[src/rtl/omsp_spm_ctrl_seq.sv]
// Sancus protected-module controller: sequential allocate/destroy engine over a
// registered slot table, plus per-cycle memory-access and entry-point violation checks.
module omsp_spm_ctrl_seq #(
    parameter int NB_SPMS  = 4,
    parameter int ID_WIDTH = 16,
    parameter int AW       = 16
) (
    input  logic                           mclk,
    input  logic                           puc_rst,
    input  logic [AW-1:0]                  pc,
    input  logic [AW-1:0]                  eu_mab,
    input  logic                           eu_mb_en,
    input  logic [1:0]                     eu_mb_wr,
    input  logic                           update_spm,
    input  logic                           enable_spm,
    input  logic [AW-1:0]                  r12,
    input  logic [AW-1:0]                  r13,
    input  logic [AW-1:0]                  r14,
    input  logic [AW-1:0]                  r15,
    output logic                           busy,
    output logic                           done,
    output logic                           result_ok,
    output logic [ID_WIDTH-1:0]            spm_id,
    output logic [$clog2(NB_SPMS+1)-1:0]   nb_enabled,
    output logic                           violation,
    output logic [AW-1:0]                  violation_addr,
    output logic [AW-1:0]                  violation_pc
);
    localparam int IW = (NB_SPMS > 1) ? $clog2(NB_SPMS) : 1;
    localparam int CW = $clog2(NB_SPMS + 1);
    localparam logic [ID_WIDTH-1:0] ID_MAX = '1;

    typedef enum logic [1:0] {S_IDLE, S_SCAN, S_COMMIT} state_t;

    function automatic logic f_in(input logic [AW-1:0] a, input logic [AW-1:0] s, input logic [AW-1:0] e);
        return (a >= s) && (a < e);
    endfunction

    function automatic logic f_ov(input logic [AW-1:0] a0, input logic [AW-1:0] a1,
                                  input logic [AW-1:0] b0, input logic [AW-1:0] b1);
        return (a0 < b1) && (b0 < a1);
    endfunction

    state_t r_state, w_state_next;

    logic [NB_SPMS-1:0]  r_en;
    logic [AW-1:0]       r_pub_s [NB_SPMS];
    logic [AW-1:0]       r_pub_e [NB_SPMS];
    logic [AW-1:0]       r_sec_s [NB_SPMS];
    logic [AW-1:0]       r_sec_e [NB_SPMS];
    logic [ID_WIDTH-1:0] r_id    [NB_SPMS];
    logic [ID_WIDTH-1:0] r_next_id;
    logic [CW-1:0]       r_nb;

    logic [AW-1:0] r_pub_s_l, r_pub_e_l, r_sec_s_l, r_sec_e_l, r_pc_l;
    logic          r_create, r_fail, r_free_found, r_match_found, r_rej;
    logic [IW-1:0] r_idx, r_free_idx, r_match_idx;
    logic [AW-1:0] r_prev_pc;
    logic          r_violation;
    logic [AW-1:0] r_viol_addr, r_viol_pc;

    logic w_req, w_layout_bad, w_reject, w_start, w_last, w_commit_ok;
    logic w_cur_en, w_cur_ov, w_cur_hit;
    logic [NB_SPMS-1:0] w_rule_a, w_rule_b;
    logic w_unused_wr;

    // Write strobes are not needed: any enabled access to a secret section is checked.
    assign w_unused_wr = ^eu_mb_wr;

    assign w_req        = update_spm && (r_state == S_IDLE);
    assign w_layout_bad = (r12 >= r13) || (r14 >= r15) || f_ov(r12, r13, r14, r15);
    assign w_reject     = w_req && enable_spm && w_layout_bad;
    assign w_start      = w_req && !w_reject;
    assign w_last       = (r_idx == IW'(NB_SPMS - 1));
    assign w_commit_ok  = r_create ? (!r_fail && r_free_found) : r_match_found;

    assign w_cur_en  = r_en[r_idx];
    assign w_cur_ov  = f_ov(r_pub_s_l, r_pub_e_l, r_pub_s[r_idx], r_pub_e[r_idx]) ||
                       f_ov(r_pub_s_l, r_pub_e_l, r_sec_s[r_idx], r_sec_e[r_idx]) ||
                       f_ov(r_sec_s_l, r_sec_e_l, r_pub_s[r_idx], r_pub_e[r_idx]) ||
                       f_ov(r_sec_s_l, r_sec_e_l, r_sec_s[r_idx], r_sec_e[r_idx]);
    assign w_cur_hit = f_in(r_pc_l, r_pub_s[r_idx], r_pub_e[r_idx]);

    always_ff @(posedge mclk) begin
        if (puc_rst) r_state <= S_IDLE;
        else         r_state <= w_state_next;
    end

    always_comb begin
        w_state_next = r_state;
        case (r_state)
            S_IDLE:   if (w_start) w_state_next = S_SCAN;
            S_SCAN:   if (w_last)  w_state_next = S_COMMIT;
            S_COMMIT: w_state_next = S_IDLE;
            default:  w_state_next = S_IDLE;
        endcase
    end

    always_comb begin
        busy      = (r_state == S_SCAN);
        done      = r_rej || (r_state == S_COMMIT);
        result_ok = (r_state == S_COMMIT) && w_commit_ok;
        spm_id    = '0;
        if (result_ok) spm_id = r_create ? r_next_id : r_id[r_match_idx];
    end

    always_ff @(posedge mclk) begin
        if (puc_rst) begin
            r_en          <= '0;
            r_next_id     <= ID_WIDTH'(1);
            r_nb          <= '0;
            r_pub_s_l     <= '0;
            r_pub_e_l     <= '0;
            r_sec_s_l     <= '0;
            r_sec_e_l     <= '0;
            r_pc_l        <= '0;
            r_create      <= 1'b0;
            r_fail        <= 1'b0;
            r_free_found  <= 1'b0;
            r_match_found <= 1'b0;
            r_rej         <= 1'b0;
            r_idx         <= '0;
            r_free_idx    <= '0;
            r_match_idx   <= '0;
            for (int i = 0; i < NB_SPMS; i++) begin
                r_pub_s[i] <= '0;
                r_pub_e[i] <= '0;
                r_sec_s[i] <= '0;
                r_sec_e[i] <= '0;
                r_id[i]    <= '0;
            end
        end else begin
            r_rej <= w_reject;
            if (w_start) begin
                r_pub_s_l     <= r12;
                r_pub_e_l     <= r13;
                r_sec_s_l     <= r14;
                r_sec_e_l     <= r15;
                r_pc_l        <= pc;
                r_create      <= enable_spm;
                r_idx         <= '0;
                r_fail        <= 1'b0;
                r_free_found  <= 1'b0;
                r_match_found <= 1'b0;
            end
            if (r_state == S_SCAN) begin
                r_idx <= r_idx + IW'(1);
                if (w_cur_en && w_cur_ov) r_fail <= 1'b1;
                if (!r_free_found && !w_cur_en) begin
                    r_free_found <= 1'b1;
                    r_free_idx   <= r_idx;
                end
                if (!r_match_found && w_cur_en && w_cur_hit) begin
                    r_match_found <= 1'b1;
                    r_match_idx   <= r_idx;
                end
            end
            if (r_state == S_COMMIT && w_commit_ok) begin
                if (r_create) begin
                    r_en[r_free_idx]    <= 1'b1;
                    r_pub_s[r_free_idx] <= r_pub_s_l;
                    r_pub_e[r_free_idx] <= r_pub_e_l;
                    r_sec_s[r_free_idx] <= r_sec_s_l;
                    r_sec_e[r_free_idx] <= r_sec_e_l;
                    r_id[r_free_idx]    <= r_next_id;
                    r_next_id <= (r_next_id == ID_MAX) ? ID_WIDTH'(1) : r_next_id + ID_WIDTH'(1);
                    r_nb      <= r_nb + CW'(1);
                end else begin
                    r_en[r_match_idx] <= 1'b0;
                    r_nb              <= r_nb - CW'(1);
                end
            end
        end
    end

    // Per-slot access rules; any slot hit raises the shared violation report.
    for (genvar gi = 0; gi < NB_SPMS; gi++) begin : g_chk
        assign w_rule_a[gi] = r_en[gi] && eu_mb_en && f_in(eu_mab, r_sec_s[gi], r_sec_e[gi]) &&
                              !f_in(pc, r_pub_s[gi], r_pub_e[gi]);
        assign w_rule_b[gi] = r_en[gi] && !f_in(r_prev_pc, r_pub_s[gi], r_pub_e[gi]) &&
                              f_in(pc, r_pub_s[gi], r_pub_e[gi]) && (pc != r_pub_s[gi]);
    end

    always_ff @(posedge mclk) begin
        if (puc_rst) begin
            r_prev_pc   <= '0;
            r_violation <= 1'b0;
            r_viol_addr <= '0;
            r_viol_pc   <= '0;
        end else begin
            r_prev_pc   <= pc;
            r_violation <= (|w_rule_a) || (|w_rule_b);
            if (|w_rule_a) begin
                r_viol_addr <= eu_mab;
                r_viol_pc   <= pc;
            end else if (|w_rule_b) begin
                r_viol_addr <= pc;
                r_viol_pc   <= pc;
            end
        end
    end

    assign nb_enabled     = r_nb;
    assign violation      = r_violation;
    assign violation_addr = r_viol_addr;
    assign violation_pc   = r_viol_pc;
endmodule
[config.mk]
export PLATFORM = sky130hd
export DESIGN_NAME = omsp_spm_ctrl_seq
export DESIGN_NICKNAME = d
export VERILOG_FILES = /design/src/rtl/omsp_spm_ctrl_seq.sv
export SDC_FILE = /design/constraint.sdc
export NUM_CORES = 1
export LEC_CHECK = 0
export CAP_MARGIN = 20
export CORE_ASPECT_RATIO = 1.25
export CORE_MARGIN = 10
export CORE_UTILIZATION = 35
export CTS_CLUSTER_SIZE = 20
export DETAILED_ROUTE_END_ITERATION = 7
export PLACE_DENSITY_LB_ADDON = 0.2
export SYNTH_ARGS = -nofsm -noshare
export SYNTH_HDL_FRONTEND = slang
export SYNTH_SLANG_ARGS = --single-unit
[constraint.sdc]
create_clock -name mclk -period 15.31 [get_ports mclk]
set_input_delay 1.531 -clock mclk [delete_from_list [all_inputs] [get_ports mclk]]
set_output_delay 1.531 -clock mclk [all_outputs]
set_load 0.01 [all_outputs]
==> results of run 1 <==
==> final cells by class <==
cell class	count	area (sq um)	share of cell area, %
sequential	489	13000	33.8
timing repair buffer	181	1740	4.54
clock inverter	23	268	0.697
inverter	451	1690	4.41
clock buffer	81	1550	4.02
multi-input combinational	2314	18500	48.3
tap	1290	1610	4.20
==> flip-flops by register name, indices dropped and copies added (netlist names), 64 cells and up, named ones only <==
name,count
r_id,64
r_pub_e,64
r_pub_s,64
r_sec_e,64
r_sec_s,64
==> critical path, cell delays in order <==
cell and delay, ns:
clkdlybuf4s50_1 0.92, ha_1 0.37, and4_1 0.21, a2111oi_0 0.32
o21ai_0 0.32, a311oi_1 0.45, a21boi_0 0.62, a22oi_2 0.18
nand2_2 0.51, mux2i_1 0.73, a21oi_2 0.11
==> power breakdown <==
group	internal (mW)	leakage (nW)	switching, mW
Combinational	0.232	10.9	0.361
Sequential	1.45	4.65	0.0626
Clock	0.758	0.892	0.588
==> Yosys cell counts, drive strengths merged, types with 5 or more instances <==
master / instances
a31oi: 7
ha: 587
mux2: 16
o21ai: 171
a22o: 16
edfxtp: 320
a211oi: 29
clkbuf: 97
and4: 13
inv: 451
nand2: 168
nor2: 344
a41oi: 7
and3: 10
xnor2: 5
mux2i: 20
nor2b: 57
o2111ai: 10
a2111oi: 17
o21a: 16
a21o: 106
o31ai: 11
nand3: 115
a21oi: 257
xor2: 10
nand4: 73
nor4: 6
nand2b: 34
mux4: 81
buf: 23
o41ai: 22
o211ai: 19
nor3: 21
and2: 8
dfxtp: 169
==> routing by layer <==
layer	track usage, %	vias up	wire, um
met5	0	-	92
met4	10.7	14	6770
met3	2.78	211	5010
met2	38.6	634	60000
met1	23.5	12800	46300
li1	-	12500	-
==> final timing paths <==
path	depth (start not counted)	from	to
hold / removal	2	r_pc_l[0]$_SDFFE_PP0P_	r_pc_l[0]$_SDFFE_PP0P_
setup / recovery	11	eu_mab[6]	violation_addr[14]$_SDFFE_PP0P_
hold reg to reg	2	r_pc_l[0]$_SDFFE_PP0P_	r_pc_l[0]$_SDFFE_PP0P_
setup reg to reg	13	flip-flop	flip-flop
==> logic make-up (layout without fill, tap and decap cells) <==
logic type | Yosys count | after routing
mux | 117 | 117
flops | 489 | 489
buf+inv | 571 | 736
simple gates | 865 | 865
fa+ha+maj | 588 | 588
xor+xnor | 15 | 15
compound gates | 729 | 729
==> metrics, run 1 <==
starting density of the core=35.2%; post-layout instance area=38400 sq um; Detailed Routing Iterations Pass 1=5; RSZ-0062 raised after global routing=false; distinct cell type count after synthesis=86; Total Routing Usage GR=21.0%; share of cells above drive strength 1=roughly 7.3%; 1st-iter DRT viols=approximately 1.8k; final period demand of the worst path=between 5 and 6 ns; CP required=15.80 ns; CTS root buf=clkbuf_16; clock sink total=roughly 490; Die X=297 um; post-synthesis adder-cell area fraction=21.9%; P_leak=16.4 nW; CTS resizes=0; post-DP HPWL=approximately 88000 um; final core occ=40.1%; post-synthesis compound-gate area fraction=between 10 and 15%; Critical Path End Type=flip-flop; share of flip-flops with an asynchronous set or reset=0%; post-synth top area cell=edfxtp_1; flop2flop setup slack=10.53 ns; Synth Area per Inst=9.98 sq um; MaxCap Viol Count=0; Fillers=9527; std cell rows=around 130; XOR/XNOR Fraction of Synth Area=less than 1%; Crit Path Category=input pin to flip-flop; GPL Wtd Cong=0.924; commonest non-fill, non-tap cell in the layout=ha_1; clock skew=0.0533 ns; clk slew on worst S/H paths=0.06 ns; worst hold slack=between 0.4 and 0.5 ns; via-per-instance ratio=5.42; Startpoint Class=input pin; Gate Count Post-Synth=3374; Simple-Gate Fraction of Synth Area=12.1%; Non-Filler Instances=4829; CTS Buf Count=55; Routed WL=118000 um; # port buffers=155; H-tree levels=2; initial antenna violation count=7; number of synthesized flops with an enable pin=320; total negative setup slack=0 ns; Hold WC Path Type=flip-flop to flip-flop; Design Power=3.45 mW; Final ANT Viol Nets=0; DP Area=36600 sq um; most frequent cells in the layout=587 x ha_1, 451 x inv_1, 343 x nor2_1, 320 x edfxtp_1, 246 x a21oi_1; main combinational cell family by area after synthesis=adder cells; Antenna diodes=0; post-synth top area share=28.5%; number of global-route vias before repair=about 27k; PwrDens=around 90 nW/um^2; DR vias=26.2k; Fmax achieved=173 MHz; first-pass GRT wire length=between 150000 and 200000 um; flops & latches, synth=489; Die Height=approximately 370 um; post-synthesis mux area share=6.65%; DRC=0; status=finished, final reports clean; Synth Cell Area=between 30000 and 40000 sq um; post-synthesis sequential area ratio=38.6%; Fin. Hold Viols=0; grt ovf=0; # IOs=158; Mapped Nets=4065; CTS tree=yes; Max-slew headroom=26.5%; worst-case clock buffer depth=3; Synth area leaders=edfxtp_1 29%, ha_1 22%, dfxtp_1 10%; Nets=between 4k and 5k; Final WS setup=9.53 ns; Placed Cells=4725; post-CTS setup buffers=0; Main synth FF type=edfxtp_1; wire per inst=24.5 um; critical path data arrival time=6.27 ns; crit path max fanout=16; fin crit share=37.8%; endpoints failing setup=0; Max IR drop VDD=110 uV; die area=between 100000 and 150000 sq um; worst skew pair latency=roughly 0.67 ns; pin count of the biggest net entering global routing=a little over 90; worst-margin pin slew=1.10 ns; final-report max-slew violation count=0; hold buffers post-CTS=0; Yosys warning total=0; Setup WS pre-CTS=8.86 ns; Layout area overhead=14.1%; Core Region=95700 sq um
No activity file was read; power rests on OpenSTA's default activity.
==> run 2: changes to the inputs <==
Clock period 15.31 ns to 5.8 ns, I/O delays scaled along.
==> run 2 against run 1 <==
Compared with the run above:
- utilization up 0.45 points
- cell area up 1.1%
- worst setup slack worse by 8.2 ns
- global-route usage up 0.41 points
- clock skew up 0.0026 ns
- power rose to 2.7 times the previous value
- via count up 0.98%
- first-iteration DRC count down 11%
- sequential power rose to 2.6 times the previous value
- critical endpoint is now violation_addr[11]$_SDFFE_PP0P_
==> metrics, run 2 (synthesis gave the netlist of run 1 again) <==
status=finished, final reports clean; Fin. Hold Viols=0 (unchanged); Layout area overhead=15.3%; P_leak=16.6 nW (+1.4%); Die X=297 um (unchanged); Total Routing Usage GR=21.4% (+0.41 points); Setup WS pre-CTS=0.620 ns (-8.24 ns); Crit Path Category=input pin to flip-flop; die area=109000 sq um (unchanged); Startpoint Class=input pin; H-tree levels=2 (unchanged); Max IR drop VDD=238 uV (+120%); Register Area=13000 sq um (unchanged); post-CTS setup buffers=0 (unchanged); Fillers=9501 (-0.27%); PwrDens=242 nW/um^2 (+170%); # port buffers=155 (unchanged); Nets=4210 (+0.65%); flop2flop setup slack=1.54 ns (-8.99 ns); Fmax achieved=222 MHz; most frequent cells in the layout=587 x ha_1, 451 x inv_1, 343 x nor2_1, 320 x edfxtp_1, 246 x a21oi_1; crit path max fanout=18 (+2); DR vias=26.4k (+0.98%); Max-slew headroom=28.6% (+2.1 points); clock skew=0.0559 ns (+0.00258 ns); critical path data arrival time=4.99 ns (-1.28 ns); endpoints failing setup=0 (unchanged); Final WS setup=1.30 ns (-8.22 ns); clk slew on worst S/H paths=0.06 ns (about the same); first-pass GRT wire length=177000 um (+2.1%); number of global-route vias before repair=27.3k (+1.3%); final period demand of the worst path=between 4 and 5 ns; via-per-instance ratio=5.44 (+0.38%); CTS tree=yes; R2R depth=11 (-2); Endpoint, Worst Hold=r_pc_l[0]$_SDFFE_PP0P_; share of cells above drive strength 1=8.21% (+0.95 points); CTS Buf Count=57 (+3.6%); initial antenna violation count=3 (-4); fin crit share=77.5%; commonest non-fill, non-tap cell in the layout=ha_1; Core Region=95700 sq um (unchanged); Design Power=9.40 mW (+170%); Final ANT Viol Nets=0 (unchanged); post-layout instance area=38800 sq um (+1.1%); starting density of the core=35.2% (unchanged); RSZ-0062 raised after global routing=false; clock sink total=489 (unchanged); worst-case clock buffer depth=3 (unchanged); CTS root buf=clkbuf_16; DP Area=36800 sq um (+0.64%); worst skew pair latency=0.67 ns (about the same); Antenna diodes=0 (unchanged); 1st-iter DRT viols=1595 (-11%); Routed WL=120000 um (+1.2%); GPL Wtd Cong=0.933 (+1.1%); Hold WC Path Type=flip-flop to flip-flop; MaxCap Viol Count=0 (unchanged); post-DP HPWL=90700 um (+2.7%); std cell rows=127 (unchanged); Detailed Routing Iterations Pass 1=5 (unchanged); Hold Path Depth=2 (unchanged); CTS resizes=0 (unchanged); final-report max-slew violation count=0 (unchanged); hold buffers post-CTS=0 (unchanged); CP required=6.30 ns (-9.50 ns); worst-margin pin slew=1.06 ns (-0.0378 ns); Multi-input gate area=18500 sq um (about the same); Hold Startpoint=r_pc_l[0]$_SDFFE_PP0P_; Die Height=367 um (unchanged); pin count of the biggest net entering global routing=86 (-6.5%); wire per inst=24.6 um (+0.56%); DRC=0 (unchanged); grt ovf=0 (unchanged); # IOs=158 (unchanged); Critical Path End Type=flip-flop
[run 2: cell count changes in the layout (fill, tap and decap cells not counted), sizes merged]
cell	change
buf	+25
bufinv	+2
clkbuf	-6
clkinv	+5
clkinvlp	+4
inv	-1
[run 2: layer usage]
metal | routed length (um) | vias to the layer above | track usage, % | part of all wire (%)
li1 | - | 12500 | - | -
met4 | 7320 | 6 | 11.7 | 6.1
met2 | 60100 | 673 | 38.2 | 50
met1 | 47100 | 13000 | 24.6 | 39
met3 | 4980 | 259 | 2.69 | 4.2
met5 | 39 | - | 0 | 0.033
[run 2: through the flow]
step                setup TNS (ns)  hold WS [ns]  cells  util [%]
floorplan                  -436.31         0.454   3374         -
global placement                 0         0.464   4750      38.5
detailed placement               0         0.471   4750      38.5
CTS                              0         0.472   4858      40.6
global route                     0         0.510   4858      40.6
finish                           0         0.483   4858      40.6
[run 2: layout make-up]
cell class	count	area share (%)
multi-input combinational	2314	47.7
sequential	489	33.5
timing repair buffer	206	5.10
inverter	451	4.36
clock buffer	75	4.20
tap	1290	4.16
clock inverter	33	0.970
[run 2: how the worst max path moves through the flow]
stage / start / end / cells after the start
after floorplan: r_create$_SDFFE_PP0P_ / r_id[0][0]$_SDFFCE_PN0P_ / 5
after global placement: eu_mab[6] / violation_addr[8]$_SDFFE_PP0P_ / 12
after detailed placement: eu_mab[6] / violation_addr[5]$_SDFFE_PP0P_ / 12
after CTS: eu_mab[6] / violation_addr[11]$_SDFFE_PP0P_ / 12
after global routing: eu_mab[6] / violation_addr[13]$_SDFFE_PP0P_ / 12
final: eu_mab[6] / violation_addr[11]$_SDFFE_PP0P_ / 12
[run 2: critical path, cell delays in order]
cell and delay (ns):
clkdlybuf4s50_1 0.88, ha_1 0.36, and4_1 0.20, a2111oi_0 0.39, o21ai_0 0.33, a311oi_1 0.43
a21boi_0 0.53, a22oi_2 0.17, nand4_4 0.32, or3_1 0.42, buf_4 0.26, a21oi_2 0.06
[run 2: power by group]
part / internal [mW] / total, mW / switching (mW) / leakage, nW
combinational: 0.627 / 1.59 / 0.960 / 11.0
clock: 2.22 / 3.82 / 1.60 / 0.972
sequential: 3.83 / 3.99 / 0.164 / 4.65
total: 6.68 / 9.40 / 2.72 / 16.6
==> run 3: changes to the inputs <==
Clock period 5.8 ns to 4.2 ns, I/O delays scaled along.
==> run 3 against run 2 <==
Compared with the run above:
- via count is 0.26% higher
- worst setup slack worse by 1.0 ns
- clock skew shrank 0.010 ns
- sequential share of layout area shrank 0.53 points
- critical path type is now flip-flop to flip-flop
- largest cell class unchanged
- largest power group unchanged
- highest routed layer unchanged
==> metrics, run 3 (synthesis gave the netlist of run 1 again) <==
Critical Path End Type=flip-flop; number of global-route vias before repair=27.2k (-0.34%); first-pass GRT wire length=177000 um (about the same); worst-case clock buffer depth=3 (unchanged); Startpoint Class=flip-flop; Final ANT Viol Nets=0 (unchanged); most frequent cells in the layout=587 x ha_1, 451 x inv_1, 343 x nor2_1, 320 x edfxtp_1, 246 x a21oi_1; Core Region=95700 sq um (unchanged); CTS Buf Count=55 (-3.5%); P_leak=17.0 nW (+2.2%); CTS tree=yes; post-DP HPWL=91700 um (+1.1%); Crit Path Category=flip-flop to flip-flop; 1st-iter DRT viols=1781 (+12%); endpoints failing setup=0 (unchanged); # IOs=158 (unchanged); RSZ-0062 raised after global routing=false; clock skew=0.0458 ns (-0.0100 ns); Placed Cells=4820 (+1.5%); Die X=297 um (unchanged); Non-Filler Instances=4925 (+1.4%); crit path max fanout=11 (-7); std cell rows=127 (unchanged); met1 Use GR=24.3% (-0.33 points); wire per inst=24.5 um (-0.59%); fin crit share=between 90 and 100%; CP required=4.70 ns (-1.60 ns); final core occ=41.2% (+0.65 points); share of cells above drive strength 1=9.77% (+1.6 points); pin count of the biggest net entering global routing=138 (+60%); Fin. Hold Viols=0 (unchanged); Die Height=367 um (unchanged); Hold WC Path Type=input pin to flip-flop; via-per-instance ratio=5.38 (-1.1%); critical path data arrival time=4.41 ns (-0.58 ns); worst-path cell chain=mux4_2 -> inv_1 -> ha_1 -> a21o_1 -> a21o_1 -> a21oi_1 -> nor2_1 -> a2111oi_0 -> o311ai_0 -> a211oi_2 -> mux2i_1 -> nor2_1; worst skew pair latency=0.67 ns (about the same); initial antenna violation count=3 (unchanged); # port buffers=155 (unchanged); clk slew on worst S/H paths=0.06 ns (about the same); max incr delay on CP=0.62 ns (-0.26 ns); status=finished, final reports clean; GR Util met3=3.16% (+0.47 points); PwrDens=329 nW/um^2 (+36%); Layout area overhead=17.2%; H-tree levels=2 (unchanged); commonest non-fill, non-tap cell in the layout=ha_1; die area=109000 sq um (unchanged); DRC=0 (unchanged); met2 GRT Util=38.1% (-0.18 points); MaxCap Viol Count=0 (unchanged); Crit-path slowest cell=mux4_2; DR vias=26.5k (+0.26%); final-report max-slew violation count=0 (unchanged); Total Routing Usage GR=21.6% (+0.14 points); Fmax achieved=256 MHz; CTS root buf=clkbuf_16; Max-slew headroom=27.7% (-0.92 points); Final WS setup=0.295 ns (-1.01 ns); GPL Wtd Cong=0.935 (+0.21%); clock sink total=489 (unchanged); Detailed Routing Iterations Pass 1=5 (unchanged); Nets=4278 (+1.6%); worst-margin pin slew=1.07 ns (+0.00619 ns); Setup WS pre-CTS=0.0489 ns (-0.571 ns); Max IR drop VDD=332 uV (+39%); starting density of the core=35.2% (unchanged); grt ovf=0 (unchanged); final period demand of the worst path=3.91 ns; Routed WL=121000 um (+0.79%); busiest grt layer=met2
[run 3: cell types whose count changed in the layout (fill, tap and decap cells not counted), sizes merged]
cell,before,now
clkinvlp,4,0
clkbuf,75,79
clkinv,22,13
diode,0,1
buf,52,122
inv,453,457
bufinv,5,6
[run 3: critical path, delay by kind of cell (launching register included)]
family | cells | cell delay, ns
AO/OA/AOI/OAI | 6 | 1.71
flip-flops | 1 | 0.57
multiplexers | 2 | 0.87
AND/OR/NAND/NOR | 2 | 0.14
adder cells (fa/ha/maj) | 1 | 0.27
buffers and inverters | 1 | 0.17
[run 3: where the power goes]
group / switching, mW / internal (mW)
Sequential: 0.201 / 5.29
Clock: 2.19 / 3.01
Combinational: 1.37 / 0.925
[run 3: what timing repair did]
action | in CTS | in global routing
buffers inserted | 0 | 0
hold buffers | 0 | 0
resized for setup | 0 | 1
endpoints found under the setup margin | 0 | 4
[run 3: layer usage]
metal / vias to the layer above / wire [um]
met4: 6 / 8550
li1: 12700 / -
met1: 12900 / 47000
met3: 262 / 5380
met5: - / 36
met2: 668 / 59500
[run 3: final timing paths]
check | start | endpoint | cells after the start | slack, ns
setup reg to reg | flip-flop | r_match_idx[0]$_SDFFE_PP0P_ | 12 | 0.29
hold reg to reg | r_pc_l[0]$_SDFFE_PP0P_ | r_pc_l[0]$_SDFFE_PP0P_ | 2 | 0.50
hold / removal | r13[4] | r_pub_e_l[4]$_SDFFE_PP0P_ | 3 | 0.36
setup / recovery | flip-flop | r_match_idx[0]$_SDFFE_PP0P_ | 12 | 0.29
[run 3: metrics by stage]
stage / setup TNS [ns] / hold slack, ns / total power [mW] / area (sq um)
global placement: 0 / 0.466 / 7.84 / 37500
global route: 0 / 0.377 / 13.5 / 39400
finish: 0 / 0.363 / 13.0 / 39500
detailed placement: 0 / 0.487 / 7.87 / 37500
CTS: 0 / 0.338 / 13.1 / 39400
floorplan: -223.28 / 0.454 / 6.86 / 33700
[run 3: final cells by class]
type | instances | area, sq um
Multi-Input combinational cell | 2314 | 18500
Timing Repair Buffer | 276 | 2680
Clock inverter | 25 | 343
Tap cell | 1290 | 1610
Fill cell | 9483 | 56200
Antenna cell | 1 | 2.50
Inverter | 451 | 1690
Clock buffer | 79 | 1580
Sequential cell | 489 | 13000
